--- config.mk ---
export PLATFORM = sky130hd
export DESIGN_NAME = seq_multiplier
export DESIGN_NICKNAME = d
export VERILOG_FILES = /design/src/rtl/seq_mult_pkg.sv /design/src/rtl/seq_mult_datapath.sv /design/src/rtl/seq_multiplier.sv
export SDC_FILE = /design/constraint.sdc
export NUM_CORES = 1
export LEC_CHECK = 0
export CAP_MARGIN = 0
export CORE_UTILIZATION = 50
export CTS_CLUSTER_DIAMETER = 60
export DETAILED_ROUTE_END_ITERATION = 10
export PLACE_DENSITY = 0.8
export SYNTH_ARGS = -nofsm -noshare
export SYNTH_HDL_FRONTEND = slang
export SYNTH_SLANG_ARGS = --single-unit
--- constraint.sdc ---
create_clock -name clk -period 5.6 [get_ports clk]
set_clock_uncertainty 0.15 [all_clocks]
set_input_delay 1.12 -clock clk [delete_from_list [all_inputs] [get_ports clk]]
set_output_delay 1.12 -clock clk [all_outputs]
set_load 0.02 [all_outputs]
--- src/rtl/seq_mult_pkg.sv ---
// Shared types and helpers for the sequential shift-add multiplier.
package seq_mult_pkg;

  // Controller states: waiting for a request, or retiring multiplier bits.
  typedef enum logic {
    IDLE = 1'b0,
    CALC = 1'b1
  } state_t;

  // Smallest r with 2**r >= value; sizes the bit counter so it can hold N.
  function automatic int clog2(input int value);
    int r;
    r = 0;
    while ((1 << r) < value) r++;
    return r;
  endfunction

endpackage : seq_mult_pkg

--- src/rtl/seq_mult_datapath.sv ---
// Accumulator/multiplier shift register and add/subtract step of the
// shift-add multiplier. Sequenced by load/step/last strobes from the top.
module seq_mult_datapath
  import seq_mult_pkg::*;
#(
  parameter int M = 8,
  parameter int N = 8
) (
  input  logic           clk,
  input  logic           rst,
  input  logic           load,
  input  logic           step,
  input  logic           last,
  input  logic           is_signed,
  input  logic [M-1:0]   a,
  input  logic [N-1:0]   b,
  output logic [M+N-1:0] prod_next
);

  logic [M:0]   acc;
  logic [N-1:0] q;
  logic [M-1:0] mcand;
  logic         mode;

  logic [M:0]   ext;
  logic [M:0]   sum;
  logic [M:0]   acc_next;
  logic [N-1:0] q_next;
  logic         fill;

  // One multiplier bit: conditional add (or subtract for the negative-weight
  // sign bit of a signed multiplier), then shift {acc,q} right by one.
  always_comb begin
    // NOTE: every always_comb output gets a default first so no path can
    // leave it unassigned and infer a latch.
    ext      = mode ? {mcand[M-1], mcand} : {1'b0, mcand};
    sum      = acc;
    if (q[0]) begin
      sum = (mode && last) ? (acc - ext) : (acc + ext);
    end
    fill     = mode ? sum[M] : 1'b0;
    acc_next = {fill, sum[M:1]};
    q_next   = {sum[0], q[N-1:1]};
  end

  // The final product is the low M bits of the shifted accumulator above
  // the fully shifted multiplier register.
  assign prod_next = {acc_next[M-1:0], q_next};

  // Operand capture on accept, one shift per CALC cycle.
  always_ff @(posedge clk or posedge rst) begin
    // NOTE: the working registers are reset too, so a mid-operation reset
    // leaves no stale partial result and the block comes up deterministic.
    if (rst) begin
      acc   <= '0;
      q     <= '0;
      mcand <= '0;
      mode  <= 1'b0;
    end else if (load) begin
      acc   <= '0;
      q     <= b;
      mcand <= a;
      mode  <= is_signed;
    end else if (step) begin
      acc   <= acc_next;
      q     <= q_next;
    end
  end

endmodule : seq_mult_datapath

--- src/rtl/seq_multiplier.sv ---
// Self-sequenced M x N shift-add multiplier with start/done handshake and a
// per-operation signed/unsigned mode. One multiplier bit per clock.
module seq_multiplier
  import seq_mult_pkg::*;
#(
  parameter int M = 8,
  parameter int N = 8
) (
  input  logic           clk,
  input  logic           rst,
  input  logic           start,
  input  logic           is_signed,
  input  logic [M-1:0]   a,
  input  logic [N-1:0]   b,
  output logic           ready,
  output logic           done,
  output logic [M+N-1:0] product
);

  localparam int CW = clog2(N + 1);

  state_t          state;
  logic [CW-1:0]   cnt;
  logic            load;
  logic            step;
  logic            last;
  logic [M+N-1:0]  prod_next;

  // Requests are only seen in IDLE; anything arriving mid-calculation is dropped.
  assign ready = (state == IDLE);
  assign load  = ready && start;
  assign step  = (state == CALC);
  assign last  = (cnt == CW'(N - 1));

  seq_mult_datapath #(
    .M(M),
    .N(N)
  ) u_datapath (
    .clk       (clk),
    .rst       (rst),
    .load      (load),
    .step      (step),
    .last      (last),
    .is_signed (is_signed),
    .a         (a),
    .b         (b),
    .prod_next (prod_next)
  );

  // Controller: bit counter, state, single-cycle done and held product.
  always_ff @(posedge clk or posedge rst) begin
    if (rst) begin
      state   <= IDLE;
      cnt     <= '0;
      done    <= 1'b0;
      product <= '0;
    end else begin
      done <= 1'b0;
      case (state)
        IDLE: begin
          if (start) begin
            cnt   <= '0;
            state <= CALC;
          end
        end
        CALC: begin
          cnt <= cnt + 1'b1;
          if (last) begin
            product <= prod_next;
            done    <= 1'b1;
            state   <= IDLE;
          end
        end
        default: state <= IDLE;
      endcase
    end
  end

endmodule : seq_multiplier

* Yosys cells after proc, flatten, opt, wreduce, memory -nomap -nowiden
Index checks and enable logic that the tools add are counted.
** Word-level totals
- Register bits after elaboration :: 48
- Latch bits :: 0
- Bits in writable memories :: 0
- Bits in read-only memories :: 0
- Input bits :: 20
- Word-level logic and storage cells :: 33
- Memories kept :: 0
** Operators by class
- Add/subtract/negate cells :: 3
- Multiply operators :: 0
- Divide/modulo/power cells :: 0
- Order comparisons :: 0
- Eq/ne operators :: 2
- Shifts and indexed selects :: 0
- Mux-type cells :: 15
- Bitwise operators :: 1
- Reductions and logical operators :: 4
** Operators by type and width (count)
- 9-bit two-way mux :: 5
- 8-bit two-way mux :: 2
- 9-bit adder :: 1
- 9-bit subtractor :: 1
- 4-bit case mux with 2 select lines :: 1
- 1-bit two-way mux :: 5
- 4-bit by 1-bit adder with 4-bit output (second input constant) :: 1
- 4-bit by 3-bit == test with 1-bit output (second input constant) :: 1
- 4-bit two-way mux :: 1
- 1-bit logical AND :: 2
- 2-bit != test (second input constant) :: 1
- 1-bit case mux with 2 select lines :: 1
- 2-bit AND reduction :: 1
- 2-bit nonzero test :: 1
- 1-bit NOT :: 1

* Longest topological paths before layout
- Word-level depth :: 7
- Gate-level depth with buffers :: 13
- Mapped depth without buffers :: 12

* By module
Synthesis repeated with hierarchy kept, for this count alone.
** Unflattened totals
- Cell total of the unflattened synthesis :: 268
- Area total of the unflattened synthesis :: 2763.9 µm²
** Modules (own cells, without submodules)
- seq_mult_datapath :: times used 1, cells an instance 210, area each 1864.3 µm², seq. area each 650.6 µm²
- seq_multiplier :: times used 1, cells an instance 58, area each 899.6 µm², seq. area each 550.5 µm²

* Worst setup path before layout
No wires, ideal clock.
- Kind :: register to register
- Start point :: reg cnt[0]
- End point :: reg u_datapath.acc[6]
- Library setup time :: 0.126 ns
- Arrival time :: 2.635 ns
- Required time :: 5.324 ns
- Path slack :: 2.689 ns
- Cell stages (with the launch flop) :: 12
- Buffers on the path :: 0
- Period minus slack after synthesis :: 2.911 ns
- Path through :: dfrtp_1 -> ha_1 -> and3b_4 -> nand2_1 -> mux2i_1 -> ha_1 -> nor2b_1 -> o21a_1 -> o21ai_0 -> a21oi_1 -> mux2i_1 -> a311o_1
** Between the ends
- Longest elaborated chain between the ends :: 6
** Ends and longest elaborated chain
- from (decl) :: line seq_multiplier.sv:23 : logic [CW-1:0] cnt;
- from (signal assigned) :: line seq_multiplier.sv:67 : cnt <= cnt + 1'b1;
- 4-bit by 3-bit == test with 1-bit output :: line seq_multiplier.sv:33 : assign last = (cnt == CW'(N - 1));
- 1-bit logical AND :: line seq_mult_datapath.sv:39 : sum = (mode && last) ? (acc - ext) : (acc + ext);
- 9-bit two-way mux :: line seq_mult_datapath.sv:39
- 9-bit two-way mux :: line seq_mult_datapath.sv:38 : if (q[0]) begin
- 9-bit two-way mux :: line seq_mult_datapath.sv:64 : end else if (step) begin
- 9-bit two-way mux :: line seq_mult_datapath.sv:59 : end else if (load) begin
- to (signal assigned) :: line seq_mult_datapath.sv:65 : acc <= acc_next;
- to (decl) :: line seq_mult_datapath.sv:20 : logic [M:0] acc;
Every way passes these cells. The select of a mux whose other input is x is not followed.
A chain may end at the register's enable or synchronous reset.

* Final worst setup path
- Start point :: reg state
- End point :: out ready
** Between the ends
- Longest elaborated chain between the ends :: 1
** Ends and longest elaborated chain
- from (decl) :: line seq_multiplier.sv:22 : state_t state;
- from (signal assigned) :: line seq_multiplier.sv:53 : state <= IDLE;
- from (signal assigned) :: line seq_multiplier.sv:63 : state <= CALC;
- from (signal assigned) :: line seq_multiplier.sv:71 : state <= IDLE;
- 1-bit NOT
- to (decl) :: line seq_multiplier.sv:15 : output logic ready,
Every way passes these cells.

==> flow_metrics.py <==
metrics = {
    "power": {
        "ir_drop_uv": 384.9,
        "comb_power_share_pct": 55.4,
        "p_int_mw": 1.178,
        "swShare_pct": 43.45,
        "power_frac_seq_pct": 32.9,
        "p_leak_nw": 1.406,
        "clockPowerShare_pct": 11.7,
        "switchingPower_uw": 904.9,
        "p_per_area_nw_per_um2": 683.4,
    },
    "sta": {
        "hold_viol": 0,
        "setup_tns_ns": 0,
        "rsz0062_at_grt": "no",
        "slew_headroom_pct": 34.67,
        "period_share_pct": 65.49,
        "setup_viol": 0,
        "report.final.slew_viol_count": 0,
        "max_freq_mhz": 272.7,
        "tightestPinTransition_ns": 0.9785,
        "min_period_ns": 3.667,
    },
    "job": {
        "maxCapViolations": 0,
    },
    "cells_and_area": {
        "antennaDiodeCount": 0,
        "area_growth_pct": 20.36,
        "fin_cells": 366,
        "num-fill-cells": 397,
        "layout.nets": 329,
        "drive_gt1_share_pct": 6.689,
    },
    "clocking": {
        "clockRootBuffer": "clkbuf_8",
        "htree_levels": 2,
        "clock-sinks": 48,
        "numCtsBuffers": 5,
        "clkSlewWorstSetupHoldPaths_ns": 0.08,
        "cts_tree": "yes",
        "holdBufCountCts": 0,
        "clk_latency_ns": 0.30,
        "ctsResizeCount": 0,
        "cts_setup_buffers": 0,
        "ctsLongestPathBuffers": 2,
    },
    "floorplan": {
        "core_area_um2": 4786,
        "rows": 25,
        "die_area_um2": 5353,
        "ios": 38,
        "fp.dieW_um": 73.17,
        "initial_core_util_pct": 52.92,
        "fp.dieH_um": 73.17,
    },
    "detailed_routing": {
        "drt_iter0_markers": 193,
        "via_per_inst": 5.467,
        "avgRoutedWirePerCell_um": 13.94,
        "drt_first_pass_iters": 4,
        "ant_nets": 0,
        "drc": 0,
        "num_vias": 2001,
        "routed_wl_um": 5102,
    },
    "setup_path": {
        "critPathRequiredTime_ns": 4.33,
        "worstPathBufferInverterCount": 2,
        "critPathSlowestCell": "dfrtp_1",
        "max_stage_delay_ns": 0.94,
        "cp_num_cells": 2,
        "crit_type": "reg2out",
        "path_max_fanout": 33,
        "cp_top_family": "buffers and inverters",
        "arrival_ns": 2.40,
        "path_cells": "inv_1, clkdlybuf4s50_1",
        "reg2reg_depth": 11,
        "start_kind": "register",
        "endpoint_kind": "output port",
    },
    "synthesis": {
        "ys_seq_area_share_pct": 47.43,
        "ys_warn_count": 0,
        "synth-edff-count": 0,
        "synth.avg_cell_area_um2": 9.520,
        "ys_seq_elements": 48,
        "yosysTopAreaCellShare_pct": 47.43,
        "synth_nets": 297,
        "yosysTopAreaCell": "dfrtp_1",
        "synthFlopType": "dfrtp_1",
        "yosysUniqueCellTypes": 39,
        "yosysMostFrequentCell": "nand2_1",
        "synth_common_cells": "52 x nand2_1, 48 x dfrtp_1, 26 x o21ai_0",
        "synth.top_cells.by_area": "dfrtp_1 47%, nand2_1 7.7%, mux2i_1 5.1%, o21ai_0 5.1%, ha_1 4.9%",
        "async_flop_share_pct": 100.0,
        "syn-cell-area_um2": 2532,
        "syn-instance-count": 266,
    },
    "global_routing": {
        "grt_overflow": 0,
        "grt_pass1_vias": 1906,
        "grt_max_degree": 49,
        "grt_pass1_wl_um": 8956,
        "grt_antenna_before_repair": 0,
        "grt_use_total_pct": 22.21,
    },
    "worst_hold_path": {
        "whs_path_depth": 2,
        "hp-class": "reg2reg",
    },
    "place": {
        "io_buffers": 37,
        "dpl.hpwl_um": 3624,
        "place_inst": 358,
        "gp_congestion": 0.8967,
    },
    "outcome": {
        "status": "finished, final reports clean",
    },
}
power by group through the flow:
stage,sequential [mW],clock [mW],combinational [mW]
6_report,0.685,0.245,1.15
5_1_grt,0.713,0.269,1.30
4_1_cts,0.684,0.254,1.16
3_5_place_dp,0.693,0,1.15
3_3_place_gp,0.685,0,1.11
2_1_floorplan,0.688,0,0.840
metal layers:
layer,part of all wire (%),track usage [%]
met1,46,29.44
met5,0,0
met3,3.1,4.282
met4,1.3,9.586
met2,49,35.49
cell families (layout without fill, tap and decap cells):
logic type,after synthesis,after routing,synth area share [%]
flops,48,48,47.43
xor+xnor,11,11,3.804
buf+inv,22,55,3.310
simple gates,93,93,16.80
fa+ha+maj,11,11,5.731
mux,21,21,8.696
compound gates,60,60,14.23
placed cells by master (no fill, tap or decap), types with 9 or more instances in the layout:
master,synthesis,final
nand2_1,52,52
mux2i_1,13,13
a21oi_1,13,13
nor2_1,10,10
dfrtp_1,48,48
nand3_1,9,9
ha_1,10,10
o21ai_0,26,26
clkdlybuf4s50_1,0,37
final cells by class:
class	instances	area, um2	area share (%)
inverter	10	37.54	1.232
clock buffer	6	72.57	2.381
multi-input combinational	196	1247	40.93
tap	67	83.83	2.750
timing repair buffer	37	370.4	12.15
clock inverter	2	35.03	1.149
sequential	48	1201	39.41
worst register-to-register path, stage by stage (launching register included):
cell	delay [ns]
dfrtp_1	0.42
ha_1	0.24
and3b_4	0.21
nand2_1	0.18
mux2i_1	0.35
ha_1	0.29
nor2b_1	0.13
o21a_1	0.17
o21ai_0	0.39
a21oi_1	0.20
mux2i_1	0.16
a311o_1	0.27
final timing paths:
kind / to / slack [ns] / from
min in group asynchronous: product[6] / 1.21 / rst
max reg2reg: u_datapath.acc[6] / 2.35 / cnt[0]
min reg2reg: product[12] / 0.33 / product[12]
max in group asynchronous: u_datapath.mcand[7] / 3.48 / rst
min: product[12] / 0.33 / product[12]
max: ready / 1.93 / state
metrics by stage:
step	total power [mW]	util [%]	hold WS, ns	cell area [um2]	setup WS (ns)
2_1_floorplan	1.528	-	0.2937	2532	2.689
3_3_place_gp	1.799	61.44	0.3105	2940	1.897
3_5_place_dp	1.841	61.44	0.3123	2940	1.809
4_1_cts	2.094	63.69	0.3345	3048	1.923
5_1_grt	2.282	63.69	0.3520	3048	1.757
6_report	2.083	63.69	0.3277	3048	1.933
registers in the layout, indices dropped and copies added (netlist names):
name / flops
u_datapath.q: 8
u_datapath.acc: 9
product: 16
cnt: 4
state: 1
u_datapath.mode: 1
u_datapath.mcand: 8
done: 1
No activity file was read; power rests on OpenSTA's default activity.
